===== src/rtl/rx_parser_if.sv =====
// Byte stream from the UART receiver into the line parser, and the parsed results back out.
// master = byte/ack source side, slave = parser side.
interface rx_parser_if #(
   parameter int DBIT = 8
);
   logic            rx_done_tick;
   logic [DBIT-1:0] rx_dout;
   logic            dump_ack;
   logic [DBIT-1:0] value;
   logic            value_valid;
   logic            parse_err;
   logic            dump_req;

   modport master (
      output rx_done_tick, rx_dout, dump_ack,
      input  value, value_valid, parse_err, dump_req
   );

   modport slave (
      input  rx_done_tick, rx_dout, dump_ack,
      output value, value_valid, parse_err, dump_req
   );
endinterface


===== src/rtl/rx_parser.sv =====
// ASCII line parser: signed decimal numbers or a 'd' dump command, one byte per rx_done_tick.
// Latency 1 cycle from accepted byte to registered outputs; no backpressure, a byte is consumed on every tick.
module rx_parser #(
   parameter int DBIT       = 8,
   parameter int MAX_DIGITS = 3,
   parameter int ACC_W      = 10
) (
   input logic         clk,
   input logic         reset,
   rx_parser_if.slave  bus
);

   localparam int CNT_W = $clog2(MAX_DIGITS + 1);
   localparam logic [ACC_W:0] POS_MAX = (ACC_W+1)'((1 << (DBIT - 1)) - 1);
   localparam logic [ACC_W:0] NEG_MAX = POS_MAX + (ACC_W+1)'(1);

   typedef enum logic [1:0] {
      IDLE    = 2'd0,
      DIGITS  = 2'd1,
      DISCARD = 2'd2,
      UNUSED  = 2'd3
   } state_t;

   state_t           state_q, state_d;
   logic [ACC_W-1:0] acc_q, acc_d;
   logic [CNT_W-1:0] cnt_q, cnt_d;
   logic             neg_q, neg_d;
   logic [DBIT-1:0]  value_q, value_d;
   logic             valid_q, valid_d;
   logic             err_q, err_d;
   logic             dump_q, dump_d;

   logic             tick;
   logic             is_digit, is_term, is_minus, is_dump;
   logic             cnt_full, in_range;
   logic [3:0]       digit;

   assign tick     = bus.rx_done_tick;
   assign is_digit = (bus.rx_dout >= DBIT'(8'h30)) && (bus.rx_dout <= DBIT'(8'h39));
   assign is_term  = (bus.rx_dout == DBIT'(8'd13)) || (bus.rx_dout == DBIT'(8'd10));
   assign is_minus = (bus.rx_dout == DBIT'(8'h2D));
   assign is_dump  = (bus.rx_dout == DBIT'(8'h64));
   assign digit    = bus.rx_dout[3:0];
   assign cnt_full = (cnt_q == CNT_W'(MAX_DIGITS));
   // Negative side of the range is one larger in magnitude (two's complement).
   assign in_range = neg_q ? ({1'b0, acc_q} <= NEG_MAX) : ({1'b0, acc_q} <= POS_MAX);

   always_ff @(posedge clk or negedge reset) begin
      if (!reset) begin
         state_q <= IDLE;
         acc_q   <= '0;
         cnt_q   <= '0;
         neg_q   <= 1'b0;
         value_q <= '0;
         valid_q <= 1'b0;
         err_q   <= 1'b0;
         dump_q  <= 1'b0;
      end else begin
         state_q <= state_d;
         acc_q   <= acc_d;
         cnt_q   <= cnt_d;
         neg_q   <= neg_d;
         value_q <= value_d;
         valid_q <= valid_d;
         err_q   <= err_d;
         dump_q  <= dump_d;
      end
   end

   always_comb begin
      state_d = state_q;
      case (state_q)
         IDLE: begin
            if (tick) begin
               if (is_minus || is_digit)     state_d = DIGITS;
               else if (!is_dump && !is_term) state_d = DISCARD;
            end
         end
         DIGITS: begin
            if (tick) begin
               if (is_digit) begin
                  if (cnt_full) state_d = DISCARD;
               end else if (is_term) begin
                  state_d = IDLE;
               end else begin
                  state_d = DISCARD;
               end
            end
         end
         DISCARD: begin
            if (tick && is_term) state_d = IDLE;
         end
         default: state_d = IDLE;
      endcase
   end

   always_comb begin
      acc_d   = acc_q;
      cnt_d   = cnt_q;
      neg_d   = neg_q;
      value_d = value_q;
      valid_d = 1'b0;
      err_d   = 1'b0;
      dump_d  = dump_q && !bus.dump_ack;
      case (state_q)
         IDLE: begin
            if (tick) begin
               if (is_minus) begin
                  neg_d = 1'b1;
                  acc_d = '0;
                  cnt_d = '0;
               end else if (is_digit) begin
                  neg_d = 1'b0;
                  acc_d = {{(ACC_W-4){1'b0}}, digit};
                  cnt_d = CNT_W'(1);
               end else if (is_dump) begin
                  dump_d = 1'b1;
               end
            end
         end
         DIGITS: begin
            if (tick) begin
               if (is_digit && !cnt_full) begin
                  acc_d = acc_q * ACC_W'(10) + {{(ACC_W-4){1'b0}}, digit};
                  cnt_d = cnt_q + CNT_W'(1);
               end else if (is_term) begin
                  if (cnt_q == '0) begin
                     err_d = 1'b1;
                  end else if (in_range) begin
                     value_d = neg_q ? (~acc_q[DBIT-1:0] + DBIT'(1)) : acc_q[DBIT-1:0];
                     valid_d = 1'b1;
                  end else begin
                     err_d = 1'b1;
                  end
               end
            end
         end
         DISCARD: begin
            if (tick && is_term) err_d = 1'b1;
         end
         default: ;
      endcase
   end

   assign bus.value       = value_q;
   assign bus.value_valid = valid_q;
   assign bus.parse_err   = err_q;
   assign bus.dump_req    = dump_q;

endmodule


===== src/flat_wrapper.sv =====
// flat-port wrapper written by rule: the top's interface ports become plain ports
module rx_parser_flat 
#(
   parameter int DBIT       = 8,
   parameter int MAX_DIGITS = 3,
   parameter int ACC_W      = 10
)
  (clk, reset, bus_rx_done_tick, bus_rx_dout, bus_dump_ack, bus_value, bus_value_valid, bus_parse_err, bus_dump_req);
  rx_parser_if #(.DBIT(DBIT)) bus_i ();
  input logic clk;
  input logic reset;
  input wire logic [$bits(bus_i.rx_done_tick)-1:0] bus_rx_done_tick;
  input wire logic [$bits(bus_i.rx_dout)-1:0] bus_rx_dout;
  input wire logic [$bits(bus_i.dump_ack)-1:0] bus_dump_ack;
  output wire logic [$bits(bus_i.value)-1:0] bus_value;
  output wire logic [$bits(bus_i.value_valid)-1:0] bus_value_valid;
  output wire logic [$bits(bus_i.parse_err)-1:0] bus_parse_err;
  output wire logic [$bits(bus_i.dump_req)-1:0] bus_dump_req;
  assign bus_i.rx_done_tick = bus_rx_done_tick;
  assign bus_i.rx_dout = bus_rx_dout;
  assign bus_i.dump_ack = bus_dump_ack;
  assign bus_value = bus_i.value;
  assign bus_value_valid = bus_i.value_valid;
  assign bus_parse_err = bus_i.parse_err;
  assign bus_dump_req = bus_i.dump_req;
  rx_parser #(.DBIT(DBIT), .MAX_DIGITS(MAX_DIGITS), .ACC_W(ACC_W)) u_core (.clk(clk), .reset(reset), .bus(bus_i));
endmodule

===== config.mk =====
export PLATFORM = sky130hd
export DESIGN_NAME = rx_parser_flat
export DESIGN_NICKNAME = d
export VERILOG_FILES = /design/src/rtl/rx_parser_if.sv /design/src/rtl/rx_parser.sv /design/src/flat_wrapper.sv
export SDC_FILE = /design/constraint.sdc
export NUM_CORES = 1
export LEC_CHECK = 0
export BUFFER_PORTS_ARGS = -buffer_cell sky130_fd_sc_hd__buf_2
export CAP_MARGIN = 0
export CORE_UTILIZATION = 62
export DETAILED_ROUTE_END_ITERATION = 8
export PLACE_DENSITY = 0.8
export SLEW_MARGIN = 20
export SYNTH_ARGS = -nofsm -noshare
export SYNTH_HDL_FRONTEND = slang
export SYNTH_SLANG_ARGS = --single-unit

===== constraint.sdc =====
create_clock -name clk -period 6.5 [get_ports clk]
set_input_delay 0.975 -clock clk [delete_from_list [all_inputs] [get_ports clk]]
set_output_delay 0.975 -clock clk [all_outputs]
set_load 0.005 [all_outputs]

==> results of run 1 <==
[cell type report]
cell class / instances / area, µm²
clock buffer: 3 / 22.5
tap: 31 / 38.8
timing repair buffer: 22 / 110
clock inverter: 1 / 30.0
inverter: 14 / 52.6
fill: 214 / 772
sequential: 26 / 651
multi-input combinational: 153 / 1100
[cell usage after synthesis (all sizes together) (2+ instances only)]
cell type  count  share of area (%)
xor2          10                4.7
a21o           4                1.6
or2            2               0.68
buf            3                1.5
fa             2                2.2
nor2b          2               0.68
ha            20                 14
nand2         30                6.2
dfrtp         26                 35
or3            3                1.0
a21oi          6                1.6
nor2           6                1.2
nor3           2               0.54
nor3b          4                1.6
clkbuf         3               0.61
a31oi          2               0.68
xnor2          7                3.3
o21ai         28                7.8
inv           14                2.8
mux2i          2                1.1
[worst max path at each step]
stage	from	to	slack, ns	cells after the start
finish	u_core.acc_q[3]	u_core.acc_q[9]	3.62	8
global route	u_core.acc_q[3]	u_core.acc_q[9]	3.40	8
CTS	u_core.acc_q[3]	u_core.acc_q[9]	3.61	8
detailed placement	bus_rx_dout[1]	u_core.cnt_q[1]	3.54	6
global placement	bus_rx_dout[1]	u_core.acc_q[9]	3.66	9
floorplan	bus_rx_dout[1]	u_core.acc_q[9]	3.89	8
[metal layers]
metal  up-vias  track usage (%)  part of all wire, %
li1        738                -                    -
met1       674             31.6                   48
met2        43             40.0                   47
met3         7             1.38                  2.9
met4         0             8.36                  1.9
met5         -                0                    0
[placed cells by master (no fill, tap or decap), types with 2 or more instances in the layout]
cell                       count
sky130_fd_sc_hd__nor2b_1       2
sky130_fd_sc_hd__xnor2_1       7
sky130_fd_sc_hd__or2_2         2
sky130_fd_sc_hd__inv_1        14
sky130_fd_sc_hd__o21ai_0      20
sky130_fd_sc_hd__nand2_1      29
sky130_fd_sc_hd__fa_1          2
sky130_fd_sc_hd__a21o_1        4
sky130_fd_sc_hd__nor3b_1       4
sky130_fd_sc_hd__a21oi_1       6
sky130_fd_sc_hd__nor2_1        6
sky130_fd_sc_hd__clkbuf_4      3
sky130_fd_sc_hd__buf_2        22
sky130_fd_sc_hd__dfrtp_1      26
sky130_fd_sc_hd__mux2i_1       2
sky130_fd_sc_hd__xor2_1       10
sky130_fd_sc_hd__nor3_1        2
sky130_fd_sc_hd__o21ai_1       7
sky130_fd_sc_hd__a31oi_1       2
sky130_fd_sc_hd__or3_1         3
sky130_fd_sc_hd__ha_1         20
[registers in the layout, indices dropped and copies added (netlist names)]
| name | count |
|---|---|
| u_core.neg_q | 1 |
| u_core.cnt_q | 2 |
| u_core.bus.value | 8 |
| u_core.bus.value_valid | 1 |
| u_core.state_q | 2 |
| u_core.bus.parse_err | 1 |
| u_core.bus.dump_req | 1 |
| u_core.acc_q | 10 |
[power breakdown]
| part | switching, mW | internal [mW] |
|---|---|---|
| registers | 0.0318 | 0.178 |
| logic | 0.118 | 0.0926 |
| clock network | 0.0505 | 0.0624 |
| total | 0.200 | 0.333 |
[cells by family (layout without fill, tap and decap cells)]
| family | count (synthesis) | count (layout) | synth area share (%) |
|---|---|---|---|
| AO/OA/AOI/OAI | 52 | 52 | 17.3 |
| XOR/XNOR | 18 | 18 | 9.28 |
| adder cells (fa/ha/maj) | 22 | 22 | 15.7 |
| buffers and inverters | 20 | 40 | 4.95 |
| flip-flops | 26 | 26 | 35.2 |
| multiplexers | 3 | 3 | 1.69 |
| AND/OR/NAND/NOR | 58 | 58 | 15.9 |
[worst min-delay path: stages, from the launching register on]
cell and delay, ns:
sky130_fd_sc_hd__dfrtp_1 0.36, sky130_fd_sc_hd__nand2_1 0.05, sky130_fd_sc_hd__o21ai_1 0.06
[through the flow]
step	std cells	cell area (µm²)	setup WS (ns)
final	250	2010	3.62
after global routing	250	2010	3.40
after CTS	250	2010	3.61
after detailed placement	246	1960	3.54
after global placement	246	1960	3.66
after floorplan	199	1850	3.89
==> run summary, run 1 <==
### Outcome
- status: finished clean

### Hold path
- min-delay src: u_core.bus.value[3]
- worst hold path stage count: 2
- Min-Delay Endpoint: u_core.bus.value[3]
- class of the worst hold path: flop to flop

### Floorplan
- number of cell rows: 19
- Placeable Area: 0.00278 mm²
- top-level port count: 23
- Vert. Die Dim: 56.6 µm
- Initial Utilization: 66.4%
- die outline area: 0.00320 mm²
- die boundary width: 56.6 µm

### Yosys
- proportion of synthesized chip area in sequential cells: 35.2%
- Post-Synthesis Cells: 199
- top flip-flop cell by instance count after synthesis: sky130_fd_sc_hd__dfrtp_1
- number of warnings reported in the yosys synthesis log: 0
- Post-synth EDFFs: 0
- fraction of synthesis flops using an asynchronous set or reset pin: 100%
- FF+latch count, synth: 26
- post-synth net total: 233
- Avg Cell Area, Syn: 9.28 µm²
- distinct cell type count after synthesis: 47
- combined area of all synthesized cells: 0.00185 mm²

### Placed design
- final weighted congestion in routability-driven placement: 0.844
- post-DP HPWL: 2640 µm
- count of port buffers added during placement: 22

### Route
- routed length per instance: 13.7 µm
- total iterations of the first detailed-routing run: 4
- number of design-rule violations left by the first detailed-router iteration: 42
- DRC violations left: 0
- total wirelength of the detailed-routed design: 3420 µm
- routed vias/inst: 5.85
- Routed Antenna Nets: 0
- via count: 1,462

### Clock tree
- H-tree depth reported by CTS: 1
- count of cells resized by post-cts repair: 0
- maximum buffer depth of the clock tree: 2
- Num CTS Buffers: 3
- sinks on the clock net: 26
- latest clock arrival within the worst-skew pair: 0.33 ns
- cts-stage hold buffer count: 0
- Setup Fix Bufs, Post-CTS: 0
- clock tree from TritonCTS: done
- cell chosen for the clock root: sky130_fd_sc_hd__clkbuf_4
- clock transition at the registers of the reported paths: 0.15 ns

### STA
- final setup violating endpoints: 0
- peak clock frequency supported by timing: 0.347 GHz
- final worst-path cycle share: 44.3%
- number of hold violations in the final report: 0
- transition at the pin with the smallest max-transition slack: 0.557 ns
- worst hold margin: 0.494 ns
- post-route clock skew: 0.00768 ns
- TNS Setup: 0 ns
- Slew Viols, Final: 0
- unrepaired setup endpoints after global routing: no
- fin crit period: 2.88 ns
- slew margin rel.: 62.9%

### Power
- total chip power: 533 µW
- peak ir drop on the vdd network: 0.229 mV
- power density of the placed cells: 265 mW/mm²
- Lkg Pwr: 1.00 nW

### Global route
- antenna violations before repair: 0
- grt ovf: 0
- largest net degree at the start of global routing: 27
- wire length of the first global-routing pass: 5980 µm
- number of global-route vias before repair: 1,349
- GRT Total Usage: 23.5%

### Setup path
- launching element type of the critical path: flop
- Crit-path slowest cell: sky130_fd_sc_hd__dfrtp_1
- crit-path most repeated cell: sky130_fd_sc_hd__ha_1
- arrival time reported for the critical path endpoint: 3.15 ns
- cell family contributing the most delay on the critical path: adder cells
- slack of the worst reg-to-reg path: 3.62 ns
- maximum fanout along the worst path: 8
- slowest cell delay on critical path: 0.58 ns
- type of destination of the critical path: flop
- CP Data Required Time: 6.77 ns
- count of buffer and inverter cells on the critical path: 0
- depth of the most critical reg-to-reg path: 8
- launch point of the worst reg-to-reg path: u_core.acc_q[3]
- cell breakdown of the critical path: ha_1 -> ha_1 -> fa_1 -> xor2_1 -> o2111ai_1 -> nor3_1 -> xnor3_1 -> o21ai_0
- critical register-to-register path endpoint: u_core.acc_q[9]
- critical path type: flop to flop

### Layout
- count of inserted antenna diode cells: 0
- area growth from synthesis to layout: 8.81%
- share of cells above drive strength 1: 14.6%
- final net count: 254
- final core utilization: 72.2%

### Run
- number of max-capacitance violations reported: 0

Note: power is estimated with default switching activity, not from simulation.
==> inputs of run 2 (changes only) <==
ABC_AREA = 1   (was default)
CORE_UTILIZATION = 53   (was 62)
PLACE_DENSITY = 0.72   (was 0.8)
clock period = 2.33 ns   (was 6.5 ns; I/O delays follow)
==> run 2 against run 1 <==
Against the previous run:
- final cell count is 54% higher
- synthesized cell count is 55% higher
- wire length is 29% higher
- critical path type unchanged
- critical endpoint is now u_core.acc_q[8]
- highest routed layer unchanged
==> run summary, run 2 <==
### Floorplan
- top-level port count: 23
- die outline area: 0.00433 mm²
- die boundary width: 65.8 µm
- Placeable Area: 0.00377 mm²
- Initial Utilization: 57.2%
- Vert. Die Dim: 65.8 µm
- number of cell rows: 22

### Yosys
- most instantiated library cell after synthesis: sky130_fd_sc_hd__nand2_1
- Avg Cell Area, Syn: 7.00 µm²
- Post-Synthesis Cells: 308
- top flip-flop cell by instance count after synthesis: sky130_fd_sc_hd__dfrtp_1
- number of warnings reported in the yosys synthesis log: 0
- FF+latch count, synth: 26
- distinct cell type count after synthesis: 30
- post-synth top area cell: sky130_fd_sc_hd__dfrtp_1
- proportion of synthesized chip area in sequential cells: 30.2%
- fraction of synthesis flops using an asynchronous set or reset pin: 100%
- synth top area cells: sky130_fd_sc_hd__dfrtp_1, sky130_fd_sc_hd__nand2_1, sky130_fd_sc_hd__ha_1, sky130_fd_sc_hd__inv_1, sky130_fd_sc_hd__nor2_1
- portion of synthesized cell area occupied by the leading cell type: 30.2%
- post-synth net total: 342
- top cells by count, synth: sky130_fd_sc_hd__nand2_1, sky130_fd_sc_hd__inv_1, sky130_fd_sc_hd__dfrtp_1
- Post-synth EDFFs: 0
- combined area of all synthesized cells: 0.00216 mm²

### Clock tree
- Num CTS Buffers: 3
- clock transition at the registers of the reported paths: 0.09 ns
- cell chosen for the clock root: sky130_fd_sc_hd__clkbuf_8
- latest clock arrival within the worst-skew pair: 0.27 ns
- clock tree from TritonCTS: done
- maximum buffer depth of the clock tree: 2
- H-tree depth reported by CTS: 1
- sinks on the clock net: 26

### Route
- via count: 1,944
- routed vias/inst: 5.05
- total wirelength of the detailed-routed design: 4400 µm
- Routed Antenna Nets: 0
- total iterations of the first detailed-routing run: 4
- number of design-rule violations left by the first detailed-router iteration: 86
- DRC violations left: 0
- routed length per instance: 11.4 µm

### Layout
- share of cells above drive strength 1: 19.0%
- most common cell after layout, fill and taps aside: sky130_fd_sc_hd__nand2_1
- Largest register FFs: 10
- count of inserted antenna diode cells: 0
- register with the most flip-flops: u_core.acc_q
- commonest cells after routing, fill and taps aside: sky130_fd_sc_hd__nand2_1, sky130_fd_sc_hd__inv_1, sky130_fd_sc_hd__dfrtp_1
- area growth from synthesis to layout: 14.1%
- final net count: 372
- layout filler cell count: 333

### Power
- peak ir drop on the vdd network: 0.812 mV
- internal power: 1.19 mW
- share of total power in sequential cells: 27.4%
- power density of the placed cells: 825 mW/mm²
- total chip power: 2.03 mW
- switching portion of total power: 41.5%
- clock network power share: 18.6%
- Lkg Pwr: 1.31 nW
- Logic pwr share: 53.9%
- switching power of the nets: 843 µW

### Placed design
- final weighted congestion in routability-driven placement: 0.843
- placement-stage worst setup slack: 0.0900 ns
- count of port buffers added during placement: 22
- post-DP HPWL: 3580 µm

### Global route
- largest net degree at the start of global routing: 27
- wire length of the first global-routing pass: 7850 µm
- grt ovf: 0
- antenna violations before repair: 0
- GRT Total Usage: 23.3%
- number of global-route vias before repair: 1,811

### STA
- fin crit period: 2.20 ns
- number of hold violations in the final report: 0
- unrepaired setup endpoints after global routing: no
- Slew Viols, Final: 0
- smallest setup slack after layout: 0.130 ns
- post-route clock skew: 0.00194 ns
- transition at the pin with the smallest max-transition slack: 0.574 ns
- final setup violating endpoints: 0
- slew margin rel.: 61.7%
- TNS Setup: 0 ns
- final worst-path cycle share: 94.4%
- peak clock frequency supported by timing: 0.455 GHz

### Setup path
- slowest cell delay on critical path: 0.58 ns
- arrival time reported for the critical path endpoint: 2.37 ns
- Crit-path slowest cell: sky130_fd_sc_hd__fa_1
- critical path type: flop to flop
- cell breakdown of the critical path: ha_1 -> ha_4 -> fa_1 -> nand2_1 -> inv_1 -> nand4_1 -> a21oi_2 -> nand3_1 -> nand3_1 -> nand2_1
- maximum fanout along the worst path: 4
- CP Data Required Time: 2.51 ns
- type of destination of the critical path: flop
- launching element type of the critical path: flop

### Hold path
- class of the worst hold path: input port to asynchronous set/reset pin

### Run
- number of max-capacitance violations reported: 0

### Outcome
- status: finished clean

## run 2: changes by cell type in the layout (fill, tap and decap cells not counted), moves of 5 or more
cell / previous run / this run
sky130_fd_sc_hd__nand2_1: 29 / 101
sky130_fd_sc_hd__inv_1: 14 / 45
sky130_fd_sc_hd__nand3_1: 1 / 14
sky130_fd_sc_hd__nor2_1: 6 / 19
sky130_fd_sc_hd__o21ai_0: 20 / 8
sky130_fd_sc_hd__nand2_2: 1 / 10
sky130_fd_sc_hd__buf_4: 0 / 5
sky130_fd_sc_hd__inv_2: 0 / 5
## run 2: through the flow
step	hold slack (ns)	cells	cell area, µm²	utilization [%]
2_1_floorplan	0.0539	308	2160	-
3_3_place_gp	0.381	380	2340	62.0
3_5_place_dp	0.381	380	2340	62.0
4_1_cts	0.0826	384	2410	63.9
5_1_grt	0.120	385	2460	65.2
6_report	0.0611	385	2460	65.2
## run 2: routing by layer
metal / GRT usage [%] / part of all wire, % / up-vias
li1: - / - / 1028
met4: 6.79 / 1.2 / 0
met3: 1.38 / 2.9 / 6
met1: 31.9 / 49 / 864
met5: 0 / 0 / -
met2: 39.4 / 47 / 46
## run 2: path summary, 6_finish.rpt
| path | endpoint | startpoint | cells after the start | slack [ns] |
|---|---|---|---|---|
| setup / recovery | u_core.acc_q[8] | u_core.acc_q[2] | 10 | 0.13 |
| hold / removal | u_core.bus.value[4] | reset | 1 | 0.06 |
| setup reg to reg | u_core.acc_q[8] | u_core.acc_q[2] | 10 | 0.13 |
| hold reg to reg | u_core.bus.value[0] | u_core.bus.value[0] | 2 | 0.48 |
| max in group asynchronous | u_core.acc_q[1] | reset | 1 | 1.89 |
| min in group clk | u_core.bus.dump_req | bus_dump_ack | 2 | 0.26 |
## run 2: cell families (layout without fill, tap and decap cells)
kind of cell             count (synthesis)  count (layout)  synth area share (%)
adder cells (fa/ha/maj)                 22              22                  13.5
AO/OA/AOI/OAI                           33              33                  9.05
XOR/XNOR                                10              10                  4.06
buffers and inverters                   52              81                  9.46
AND/OR/NAND/NOR                        165             165                  33.8
flip-flops                              26              26                  30.2
## run 2: worst max-delay path, delay by kind of cell (launching register included)
| kind | cells | cell delay, ns |
|---|---|---|
| compound gates | 1 | 0.18 |
| fa+ha+maj | 3 | 1.01 |
| buf+inv | 1 | 0.06 |
| flops | 1 | 0.43 |
| simple gates | 5 | 0.41 |
## run 2: power by group through the flow
stage | registers (mW) | clock network, mW | logic (mW)
finish | 0.557 | 0.378 | 1.09
global placement | 0.555 | 0 | 0.960
floorplan | 0.564 | 0 | 0.717
detailed placement | 0.559 | 0 | 0.987
CTS | 0.549 | 0.381 | 0.994
global route | 0.565 | 0.398 | 1.22
## run 2: timing repair
item,CTS,global route
setup buffers,0,1
gates resized for setup,0,7
endpoints found under the setup margin,0,2
hold buffers,0,0
## run 2: cell type report
cell class,instances,area [µm²],area share [%]
multi-input combinational,230,1340,54.6
clock inverter,1,30.0,1.22
inverter,50,188,7.63
timing repair buffer,27,148,6.00
tap,48,60.1,2.44
sequential,26,651,26.4
clock buffer,3,41.3,1.68
